===== config.mk =====
export PLATFORM = sky130hd
export DESIGN_NAME = dark_mode_ctrl
export DESIGN_NICKNAME = d
export VERILOG_FILES = /design/src/rtl/ddf_pkg.sv /design/src/rtl/vs_tick.sv /design/src/rtl/dark_mode_ctrl.sv
export SDC_FILE = /design/constraint.sdc
export NUM_CORES = 1
export LEC_CHECK = 0
export ABC_CLOCK_PERIOD_IN_PS = 3590
export CORE_UTILIZATION = 30
export DETAILED_ROUTE_END_ITERATION = 12
export SYNTH_ARGS = -nofsm -noshare
export SYNTH_HDL_FRONTEND = slang
export SYNTH_SLANG_ARGS = --single-unit
export TNS_END_PERCENT = 100

===== constraint.sdc =====
create_clock -name clk_i -period 3.59 [get_ports clk_i]
set_input_delay 0.359 -clock clk_i [delete_from_list [all_inputs] [get_ports clk_i]]
set_output_delay 0.359 -clock clk_i [all_outputs]
set_load 0.02 [all_outputs]

===== src/rtl/ddf_pkg.sv =====
// Shared types and constants for the dark-mode frame controller.
package ddf_pkg;

    typedef enum logic [1:0] {
        ST_OFF  = 2'b00,
        ST_RISE = 2'b01,
        ST_ON   = 2'b10,
        ST_FALL = 2'b11
    } state_e;

    localparam logic [1:0] FORCE_AUTO = 2'b00;
    localparam logic [1:0] FORCE_OFF  = 2'b01;
    localparam logic [1:0] FORCE_ON   = 2'b10;

endpackage


===== src/rtl/vs_tick.sv =====
// Vertical-sync falling-edge detector plus a LAT-cycle countdown that yields
// one sample strobe per frame; reusable by any per-frame consumer.
module vs_tick #(
    parameter int LAT = 3
) (
    input  logic clk_i,
    input  logic rst_ni,
    input  logic vs_i,
    output logic strobe_o
);

    localparam int CW = $clog2(LAT + 1);

    logic          vs_q;
    logic          tick;
    logic [CW-1:0] cnt_q, cnt_d;

    assign tick = ~vs_i & vs_q;

    // A fresh tick reloads the countdown, dropping any sample still pending.
    always_comb begin
        cnt_d = cnt_q;
        if (tick) begin
            cnt_d = CW'(LAT);
        end else if (cnt_q != '0) begin
            cnt_d = cnt_q - CW'(1);
        end
    end

    assign strobe_o = (cnt_q == CW'(1)) & ~tick;

    always_ff @(posedge clk_i or negedge rst_ni) begin
        if (!rst_ni) begin
            vs_q  <= 1'b0;
            cnt_q <= '0;
        end else begin
            vs_q  <= vs_i;
            cnt_q <= cnt_d;
        end
    end

endmodule


===== src/rtl/dark_mode_ctrl.sv =====
// Debounced, fading dark-mode inversion control: picks a target per frame
// (hysteresis or override) and ramps the blend level one step per frame.
module dark_mode_ctrl
    import ddf_pkg::*;
#(
    parameter int HOLD = 4,
    parameter int STEP = 16,
    parameter int AW   = 8,
    parameter int LAT  = 3
) (
    input  logic          clk_i,
    input  logic          rst_ni,
    input  logic          vs_i,
    input  logic          rx_i,
    input  logic [1:0]    force_i,
    output logic [AW-1:0] alpha_o,
    output logic          invert_o,
    output logic          busy_o,
    output logic          sample_o
);

    localparam int            CW      = $clog2(HOLD + 1);
    localparam logic [AW-1:0] MAX     = {AW{1'b1}};
    // Clamping the step to MAX keeps the AW+1-bit sum from overflowing.
    localparam logic [AW:0]   STEP_C  = (STEP >= (2**AW - 1)) ? {1'b0, MAX} : (AW+1)'(STEP);

    logic          strobe;
    logic          target_q, target_d;
    logic [CW-1:0] hold_q, hold_d;
    logic [AW-1:0] alpha_q, alpha_d;
    logic [AW:0]   sum, diff;
    state_e        state_q, state_d;
    logic          busy_q;
    logic          sample_q;

    vs_tick #(
        .LAT(LAT)
    ) u_vs_tick (
        .clk_i   (clk_i),
        .rst_ni  (rst_ni),
        .vs_i    (vs_i),
        .strobe_o(strobe)
    );

    // Target is settled first so the ramp below already follows a fresh flip.
    always_comb begin
        target_d = target_q;
        hold_d   = hold_q;
        case (force_i)
            FORCE_ON: begin
                target_d = 1'b1;
                hold_d   = '0;
            end
            FORCE_OFF: begin
                target_d = 1'b0;
                hold_d   = '0;
            end
            default: begin
                if (rx_i != target_q) begin
                    if (hold_q + CW'(1) == CW'(HOLD)) begin
                        target_d = ~target_q;
                        hold_d   = '0;
                    end else begin
                        hold_d = hold_q + CW'(1);
                    end
                end else begin
                    hold_d = '0;
                end
            end
        endcase

        sum     = {1'b0, alpha_q} + STEP_C;
        diff    = {1'b0, alpha_q} - STEP_C;
        alpha_d = alpha_q;
        if (target_d && alpha_q != MAX) begin
            alpha_d = (sum > {1'b0, MAX}) ? MAX : sum[AW-1:0];
        end else if (!target_d && alpha_q != '0) begin
            alpha_d = ({1'b0, alpha_q} <= STEP_C) ? '0 : diff[AW-1:0];
        end

        if (alpha_d == '0) begin
            state_d = ST_OFF;
        end else if (alpha_d == MAX) begin
            state_d = ST_ON;
        end else begin
            state_d = target_d ? ST_RISE : ST_FALL;
        end
    end

    always_ff @(posedge clk_i or negedge rst_ni) begin
        if (!rst_ni) begin
            target_q <= 1'b0;
            hold_q   <= '0;
            alpha_q  <= '0;
            state_q  <= ST_OFF;
            busy_q   <= 1'b0;
            sample_q <= 1'b0;
        end else begin
            sample_q <= strobe;
            if (strobe) begin
                target_q <= target_d;
                hold_q   <= hold_d;
                alpha_q  <= alpha_d;
                state_q  <= state_d;
                busy_q   <= (state_d == ST_RISE) || (state_d == ST_FALL);
            end
        end
    end

    assign alpha_o  = alpha_q;
    assign invert_o = target_q;
    assign busy_o   = busy_q;
    assign sample_o = sample_q;

endmodule


# Word level (Yosys, flattened, before mapping)
# Cells that the tools add are included.
[word_totals]
latch_bits = 0
reg_bits = 17
elab_cells = 51
mem_bits_rw = 0
output_inout_bits = 11
romBits = 0
memories = 0
input_bits = 6
[op_classes]
add_sub_neg = 4
n_reduce_logical = 9
order_cmp = 2
bitwise_logic = 5
div = 0
mux = 15
n_eq_ne = 9
multipliers = 0
n_shift = 0
[op_table]
columns = ["cell", "n"]
rows = [
  ["8-bit 2-to-1 mux", 4],
  ["2-bit 2-to-1 mux", 5],
  ["8-bit by 5-bit adder with 9-bit output (second input constant)", 1],
  ["9-bit by 8-bit greater-than comparator with 1-bit output (second input constant)", 1],
  ["3-bit 2-to-1 mux", 3],
  ["8-bit == test (second input constant)", 1],
  ["8-bit by 5-bit <= comparator with 1-bit output (second input constant)", 1],
  ["8-bit zero test", 1],
  ["8-bit != test (second input constant)", 1],
  ["8-bit nonzero test", 1],
  ["8-bit by 5-bit subtractor with 8-bit output (second input constant)", 1],
  ["2-bit by 1-bit == test with 1-bit output (second input constant)", 3],
  ["2-bit == test (second input constant)", 2],
  ["2-bit nonzero test", 2],
  ["3-bit by 1-bit adder with 3-bit output (second input constant)", 1],
  ["3-bit == test (second input constant)", 1],
  ["1-bit inverter", 3],
  ["1-bit AND", 2],
  ["1-bit logical AND", 2],
  ["1-bit 2-to-1 mux", 2],
  ["1-bit one-hot mux with 2 select lines", 1],
  ["2-bit OR reduction", 1],
  ["2-bit by 1-bit subtractor with 2-bit output (second input constant)", 1],
  ["1-bit zero test", 1],
  ["2 further kinds", 2],
]

# Depth between registers and ports, before layout
# Gate-level depths: netlist of run 1.
[depth]
word_depth = 14
mapped_depth = 11
depth_no_buf = 9

# Hierarchy
# A second synthesis of run 1 with hierarchy kept.
[hier_totals]
hier_cells = 128
hier_area_um2 = 1260.0
[by_module_without_submodules]
columns = ["mod", "n_inst", "cells_each", "seq_area_each_um2", "area_each_um2"]
rows = [
  ["dark_mode_ctrl", 1, 115, 350.3, 1108.6],
  ["vs_tick", 1, 13, 75.1, 151.4],
]

# Worst setup path after synthesis of run 1
# OpenSTA, ideal clock, no wires.
[synth_path]
path_kind = "input-to-reg"
start = "input force_i[0]"
end = "register busy_q, in the netlist busy_o"
setup_slack_ns = 1.300
t_arrival_ns = 2.196
setup_time_ns = 0.094
path_buffers = 2
t_required_ns = 3.496
stages = 11
cell_sequence = "inv_1 ha_1 buf_2 nor2b_1 a31oi_1 and2_4 buf_6 a21oi_1 o32a_1 and4_1 a211oi_1"
[synth_via]
elab_chain_cells = 11
elab_cells_between_ends = 16
cone_classes = "5 x eq/ne; 6 x mux; 5 x reduce/logical"
[synth_lines]
columns = ["element", "line_no", "source"]
rows = [
  ["from (decl)", "dark_mode_ctrl.sv:15", "input logic [1:0] force_i,"],
  ["2-bit by 1-bit == test with 1-bit output or 2-bit == test (tied branches)", "dark_mode_ctrl.sv:49", "case (force_i)"],
  ["1-bit one-hot mux with 2 select lines (*)", "dark_mode_ctrl.sv:49", ""],
  ["1-bit zero test", "dark_mode_ctrl.sv:77", "end else if (!target_d && alpha_q != '0) begin"],
  ["1-bit logical AND", "dark_mode_ctrl.sv:77", ""],
  ["8-bit 2-to-1 mux", "dark_mode_ctrl.sv:77", ""],
  ["8-bit 2-to-1 mux", "dark_mode_ctrl.sv:75", "if (target_d && alpha_q != MAX) begin"],
  ["8-bit == test", "dark_mode_ctrl.sv:83", "end else if (alpha_d == MAX) begin"],
  ["2-bit 2-to-1 mux", "dark_mode_ctrl.sv:83", ""],
  ["2-bit 2-to-1 mux (*)", "dark_mode_ctrl.sv:81", "if (alpha_d == '0) begin"],
  ["2-bit by 1-bit == test with 1-bit output or 2-bit == test (tied branches)", "dark_mode_ctrl.sv:105", "busy_q <= (state_d == ST_RISE) || (state_d == ST_FALL);"],
  ["1-bit logical OR (*)", "dark_mode_ctrl.sv:105", ""],
  ["to (signal assigned)", "dark_mode_ctrl.sv:105", ""],
  ["to (decl)", "dark_mode_ctrl.sv:33", "logic busy_q;"],
]
# Mark *: on every way between the ends. The rest lies on a longest branch, timed or not.
# A chain may end at the register's enable or synchronous reset.

# Worst setup path after layout of run 1
# Ends and elaborated chain as after synthesis.

==> results by group, run 1 <==
Worst setup path
  • Max Fanout on Critical Path: 8
  • CP Data Arrival Time: 2830 ps
  • Required @ worst endpoint: 3750 ps
  • Crit. End Element: register
  • R2R Setup Slk: 1080 ps
  • RR Endpoint: busy_o
  • Startpoint Class: input port
  • Worst R2R Path Depth: 8
  • Setup CP Type: in -> reg
  • R2R Path Start: alpha_o[4]

Route
  • DRT Wirelength: between 2000 and 3000 microns
  • Router iterations before antenna repair: 4
  • Post-DRT Antenna Nets: 0
  • Met2 routed WL: 1370 microns
  • Routed metal-1 wirelength: about 1400 microns
  • Top routing layer used: met4
  • Met3 WL: 158 microns
  • Violation count after the first detailed-routing iteration: 36
  • DRC viols: 0
  • Wire length per cell: 14.7 microns
  • Drt via density: roughly 5.5
  • Vias post-DR: 1098

Clocking
  • Worst-Skew Late Latency: 260 ps
  • CTS Hold Bufs: 0
  • CTS tree: yes
  • Setup bufs post-CTS: 0
  • Worst-case clock buffer depth: 2
  • Clock slew at reported path FFs: 60 ps
  • Htree depth: 1
  • Clock root buffer: clkbuf_8
  • Clock Sinks: 17
  • Num CTS Buffers: 3
  • Post-CTS Resized: 0

Run
  • Maxcap violations: 0

Timing
  • F_max: 375 MHz
  • Tcrit/Tclk final: around three quarters
  • Min Tclk post-route: 2670 ps
  • Final setup viols: 0
  • Slew headroom: between 40% and 50%
  • TNS Setup: 0 ps
  • Final Hold Fails: 0
  • RSZ-0062 raised after global routing: false
  • Slew Viols, Final: 0
  • Clock Skews: around 2.4 ps
  • Worst-Margin Slew: roughly 760 ps

Power and ir drop
  • Static Leak: 0.619 nW
  • Power share of the sequential group: a little under a third
  • Comb power frac: 56.2%
  • Power per standard cell area: ~800 mW/mm^2
  • P_int: 0.000603 W
  • Max rail drop VDD: 0.000319 V
  • Net switching power: 0.000534 W
  • Switching share of total power: 47.0%
  • Clock power frac: 12.5%

Floorplanning
  • Die Ht: between 60 and 70 microns
  • Initial Utilization: 32.3%
  • Die area: approximately 0.0043 sq mm
  • Die Width: approximately 66 microns
  • Core box area: 0.00377 sq mm
  • Ports: 17
  • Core Rows: 22

Yosys
  • Most used flip-flop cell after synthesis: dfrtp_1
  • Post-synth net total: between 150 and 200
  • Post-synth EDFFs: 0
  • Mean post-synth cell area: 8.90 sq um
  • Synth warnings: 0
  • Count of different cell masters after synthesis: 42
  • Sequential area share after synthesis: 34.9%
  • Mapped Cells: between 100 and 150
  • Asr flop ratio synth: 100%
  • Mapped cell area: about 0.0012 sq mm
  • Yosys reg bits: 17

Worst hold path
  • Hold_sp: u_vs_tick.cnt_q[1]
  • Hold Crit Class: reg -> reg
  • Worst Hold Depth: 2
  • WHS Endpoint: u_vs_tick.cnt_q[1]

Layout
  • Area Growth Syn to Fin: 19.8%
  • Share of cells above drive strength 1: 7.19%
  • Antenna Cells: 0
  • Nets@finish: 170
  • Design Area, Final: ~0.0015 sq mm

Place
  • Detail Placement HPWL: 2200 microns
  • Buffers added on ports: 16
  • Placed inst area: ~0.0014 sq mm
  • GP Congestion: between 0.8 and 0.9

GRT
  • Vias in the first global route: 1089
  • Initial antenna violation count: 0
  • Grt ovf: 0
  • First-pass GRT wire length: between 4000 and 5000 microns
  • Largest net degree at the start of global routing: 18
  • GRT Total Usage: 14.9%

Run status
  • Status: completed
-- Yosys cell counts (all sizes together), types with 2 or more instances --
cell type  instances  area share (%)
a211oi             2             1.6
a21oi              5             2.1
a32oi              2             1.4
and3               2             1.0
and4               2             1.4
buf                3             1.7
dfrtp             17              35
ha                10              10
inv               12             3.7
mux2               2             2.5
nand2             19             5.9
nand2b             2             1.0
nand3              5             2.1
nand4              3             1.5
nor2               6             1.8
nor4               3             2.1
o211ai             4             2.9
o21a               5             3.1
o21ai             11             4.5
o22ai              2             1.0
o31ai              3             1.8
xor2               2             1.4
-- worst max-delay path: stages --
cell and delay [ps]:
clkdlybuf4s50_1 450, inv_1 40, ha_1 400, nor2b_1 80, a31oi_1 360, and2_4 290
a21oi_1 80, o32a_1 350, and4_1 190, a211oi_1 220
-- power by group through the flow --
stage	clock network, W	logic [W]	registers, W
2_1_floorplan	0	0.000402	0.000382
5_1_grt	0.000159	0.000704	0.000365
3_3_place_gp	0	0.000619	0.000350
3_5_place_dp	0	0.000628	0.000355
4_1_cts	0.000148	0.000638	0.000352
6_report	0.000143	0.000639	0.000355
-- through the flow --
step	worst slack, ps	util, %	std cells	power, W	hold slack, ps
floorplan	1300	-	137	0.000784	63.4
global placement	777	37.5	197	0.000969	479
detailed placement	692	37.5	197	0.000983	494
CTS	957	38.7	201	0.00114	510
global route	759	38.7	201	0.00123	535
finish	922	38.7	201	0.00114	504
-- per-layer routing --
metal  vias to the layer above  GRT usage [%]
li1                        532              -
met1                       528           19.5
met2                        33           23.6
met3                         5           1.91
met4                         0           8.15
met5                         -              0
-- worst max-delay path by stage --
stage / startpoint / to / slack (ps) / cells past startpoint
detailed placement: force_i[0] / busy_o / 690 / 10
floorplan: force_i[0] / busy_o / 1300 / 11
finish: force_i[0] / busy_o / 920 / 10
global placement: force_i[0] / busy_o / 780 / 10
global route: force_i[0] / busy_o / 760 / 10
CTS: force_i[0] / busy_o / 960 / 10
-- final cells by class --
cell class / count / area, sq um
clock inverters: 1 / 5.00
repair buffers: 16 / 160
flip-flops and latches: 17 / 425
well taps: 48 / 60.1
multi-input cells: 104 / 723
clock buffers: 3 / 41.3
inverters: 12 / 45.0
fillers: 378 / 2310
-- registers in the layout (all words and copies together) (netlist names) --
name	count
alpha_o	8
hold_q	3
u_vs_tick.cnt_q	2
busy_o	1
invert_o	1
sample_o	1
u_vs_tick.vs_q	1
-- logic make-up (layout without fill, tap and decap cells) --
kind of cell / count (synthesis) / in the layout / synth area share, %
DFF: 17 / 17 / 34.9
and+or+nand+nor: 46 / 46 / 19.2
xor gates and xnor gates: 3 / 3 / 2.77
buffers and inverters: 16 / 32 / 5.75
adders and majority gates: 10 / 10 / 10.3
AOI/OAI and AO/OA: 43 / 43 / 24.6
muxes: 2 / 2 / 2.46
-- cells in the final DEF (no fill, tap or decap), drive strengths merged, types with 3 or more instances in the layout --
cell           instances
dfrtp                 17
clkdlybuf4s50         16
a21oi                  5
o21ai                 11
o31ai                  3
o211ai                 4
nor4                   3
nand2                 19
o21a                   5
nand3                  5
nor2                   6
inv                   12
ha                    10
clkbuf                 3
nand4                  3
No activity file was read; power rests on OpenSTA's default activity.
==> run 2: changes to the inputs <==
--- a/config.mk
+++ b/config.mk
@@ -5,7 +5,7 @@
 export SDC_FILE = /design/constraint.sdc
 export NUM_CORES = 1
 export LEC_CHECK = 0
-export ABC_CLOCK_PERIOD_IN_PS = 3590
+export ABC_CLOCK_PERIOD_IN_PS = 2300
 export CORE_UTILIZATION = 30
 export DETAILED_ROUTE_END_ITERATION = 12
 export SYNTH_ARGS = -nofsm -noshare
==> constraint.sdc (replaced) <==
create_clock -name clk_i -period 2.3 [get_ports clk_i]
set_input_delay 0.23 -clock clk_i [delete_from_list [all_inputs] [get_ports clk_i]]
set_output_delay 0.23 -clock clk_i [all_outputs]
set_load 0.02 [all_outputs]
==> run 2 against run 1 <==
Compared with the run above: critical path depth fell by 2; utilization increased by 5.5 points; first-iteration DRC count grew 61%; combinational power up 100%; flip-flop and latch count unchanged; sequential share of layout area decreased by 3.5 points; clock skew about the same.
==> results by group, run 2 (synthesized netlist as in run 1, its figures left out) <==
Route
  • Violation count after the first detailed-routing iteration: 58 (+61%)
  • DRT Wirelength: 3250 microns (+9.9%)
  • Post-DRT Antenna Nets: 0 (unchanged)
  • Vias post-DR: 1174 (+6.9%)
  • Router iterations before antenna repair: 4 (unchanged)
  • Drt via density: 5.39 (-1.4%)
  • Wire length per cell: 14.9 microns (+1.3%)
  • DRC viols: 0 (unchanged)

GRT
  • Initial antenna violation count: 0 (unchanged)
  • First-pass GRT wire length: 5310 microns (+6.5%)
  • Grt ovf: 0 (unchanged)
  • Largest net degree at the start of global routing: 18 (unchanged)
  • Vias in the first global route: 1181 (+8.4%)
  • GRT Total Usage: 16.2% (+1.3 points)

Timing
  • Final setup viols: 0 (unchanged)
  • Worst-Margin Slew: 823 ps (+66.8 ps)
  • Slew headroom: 45.0% (-4.5 points)
  • Final Hold Fails: 0 (unchanged)
  • TNS Setup: 0 ps (unchanged)
  • F_max: 443 MHz
  • RSZ-0062 raised after global routing: true
  • Tcrit/Tclk final: 98.1%
  • Hold_ws: 425 ps (-78.5 ps)
  • Slew Viols, Final: 0 (unchanged)
  • Min Tclk post-route: approximately 2300 ps
  • Clock Skews: 1.95 ps (-0.451 ps)

Power and ir drop
  • Final Total Pwr: 0.00206 W (+81%)
  • Max rail drop VDD: 0.000426 V (+34%)
  • Static Leak: 0.704 nW (+14%)
  • Power per standard cell area: 1240 mW/mm^2 (+59%)

Clocking
  • Htree depth: 1 (unchanged)
  • Clock Sinks: 17 (unchanged)
  • Num CTS Buffers: 3 (unchanged)
  • Worst-Skew Late Latency: 260 ps (about the same)
  • Worst-case clock buffer depth: 2 (unchanged)
  • Clock slew at reported path FFs: 70 ps (about the same)
  • CTS Hold Bufs: 0 (unchanged)
  • Clock root buffer: clkbuf_8
  • CTS tree: yes

Floorplanning
  • Die area: 0.00432 sq mm (unchanged)
  • Die Ht: 65.7 microns (unchanged)
  • Initial Utilization: 32.3% (unchanged)
  • Die Width: 65.7 microns (unchanged)
  • Core box area: 0.00377 sq mm (unchanged)
  • Core Rows: 22 (unchanged)
  • Ports: 17 (unchanged)

Worst setup path
  • CP Data Arrival Time: 2430 ps (-400 ps)
  • Max Fanout on Critical Path: 7 (-1)
  • Setup CP Type: reg -> reg
  • Crit. End Element: register
  • Startpoint Class: register
  • Required @ worst endpoint: 2470 ps (-1280 ps)

Place
  • Detail Placement HPWL: 2460 microns (+11%)
  • Buffers added on ports: 16 (unchanged)
  • GP Congestion: 0.915 (+8.0%)

Layout
  • Fillers: 345 (-8.7%)
  • Multi-input logic area: 798 sq um (+10%)
  • Max reg flops: 8 (unchanged)
  • Antenna Cells: 0 (unchanged)
  • Most common cell after layout, fill and taps aside: nand2_1
  • Share of cells above drive strength 1: 21.2% (+14 points)
  • Nets@finish: 187 (+10%)
  • Area Growth Syn to Fin: 36.8%
  • Most frequent cells in the layout: nand2_1 (19), buf_4 (17), dfrtp_1 (16), clkdlybuf4s50_1 (16), inv_1 (12)
  • Sequential cell area: 427 sq um (+0.29%)
  • Core Util, Final: 44.2% (+5.5 points)

Run
  • Maxcap violations: 0 (unchanged)

Run status
  • Status: completed

Worst hold path
  • Hold Crit Class: in -> reg
run 2: cell types whose count changed in the layout (fill, tap and decap cells not counted), moves of 2 or more:
cell | previous run | this run
ha_4 | 0 | 2
a21oi_2 | 0 | 2
buf_4 | 0 | 17
ha_1 | 10 | 8
a21oi_1 | 5 | 3
run 2: worst max-delay path, cell delays in order, from the launching register on:
cell and delay, ps:
dfrtp_1 440, ha_4 210, xnor2_4 210, mux2_4 350, and2_4 190, mux2_4 310
o211ai_2 180, nor4_1 90, a211oi_1 200
run 2: what timing repair did:
item | CTS | global route
resized for setup | 7 | 7
endpoints found under the hold margin | 0 | 0
setup endpoints to repair | 1 | 6
pin swaps | 3 | 1
setup buffers | 1 | 0
cloned | 0 | 0
run 2: final timing paths:
kind / from / end / slack, ps / cells past startpoint
max: hold_q[0] / busy_o / 40 / 8
min: vs_i / u_vs_tick.vs_q / 430 / 1
max reg2reg: hold_q[0] / busy_o / 40 / 8
min reg2reg: u_vs_tick.vs_q / u_vs_tick.cnt_q[0] / 510 / 2
max in group asynchronous: rst_ni / alpha_o[4] / 1290 / 1
min in group asynchronous: rst_ni / alpha_o[1] / 440 / 1
run 2: where the power goes:
part	internal (W)	total, W	switching, W
clock	0.000122	0.000234	0.000112
sequential	0.000408	0.000544	0.000136
combinational	0.000606	0.00128	0.000678
total	0.00114	0.00206	0.000927
run 2: routing by layer:
layer / up-vias / part of all wire [%] / global-route usage (%)
met5: - / 0 / 0
met3: 7 / 4.6 / 2.26
met4: 0 / 2.2 / 7.61
met1: 566 / 47 / 21.2
li1: 568 / - / -
met2: 33 / 46 / 26.0
run 2: cell type report:
class / instances / area share, %
Multi-Input combinational cell: 104 / 47.9
Tap cell: 48 / 3.60
Clock inverter: 1 / 0.450
Clock buffer: 3 / 2.48
Inverter: 12 / 2.70
Sequential cell: 17 / 25.6
Timing Repair Buffer: 33 / 17.3
run 2: per-stage QoR:
stage / worst slack (ps) / std cells / cell area [sq um]
6_report: 43.3 / 218 / 1670
5_1_grt: -31.8 / 218 / 1670
4_1_cts: 1.46 / 218 / 1630
3_5_place_dp: -303 / 213 / 1530
3_3_place_gp: -334 / 213 / 1530
2_1_floorplan: 66.1 / 137 / 1220
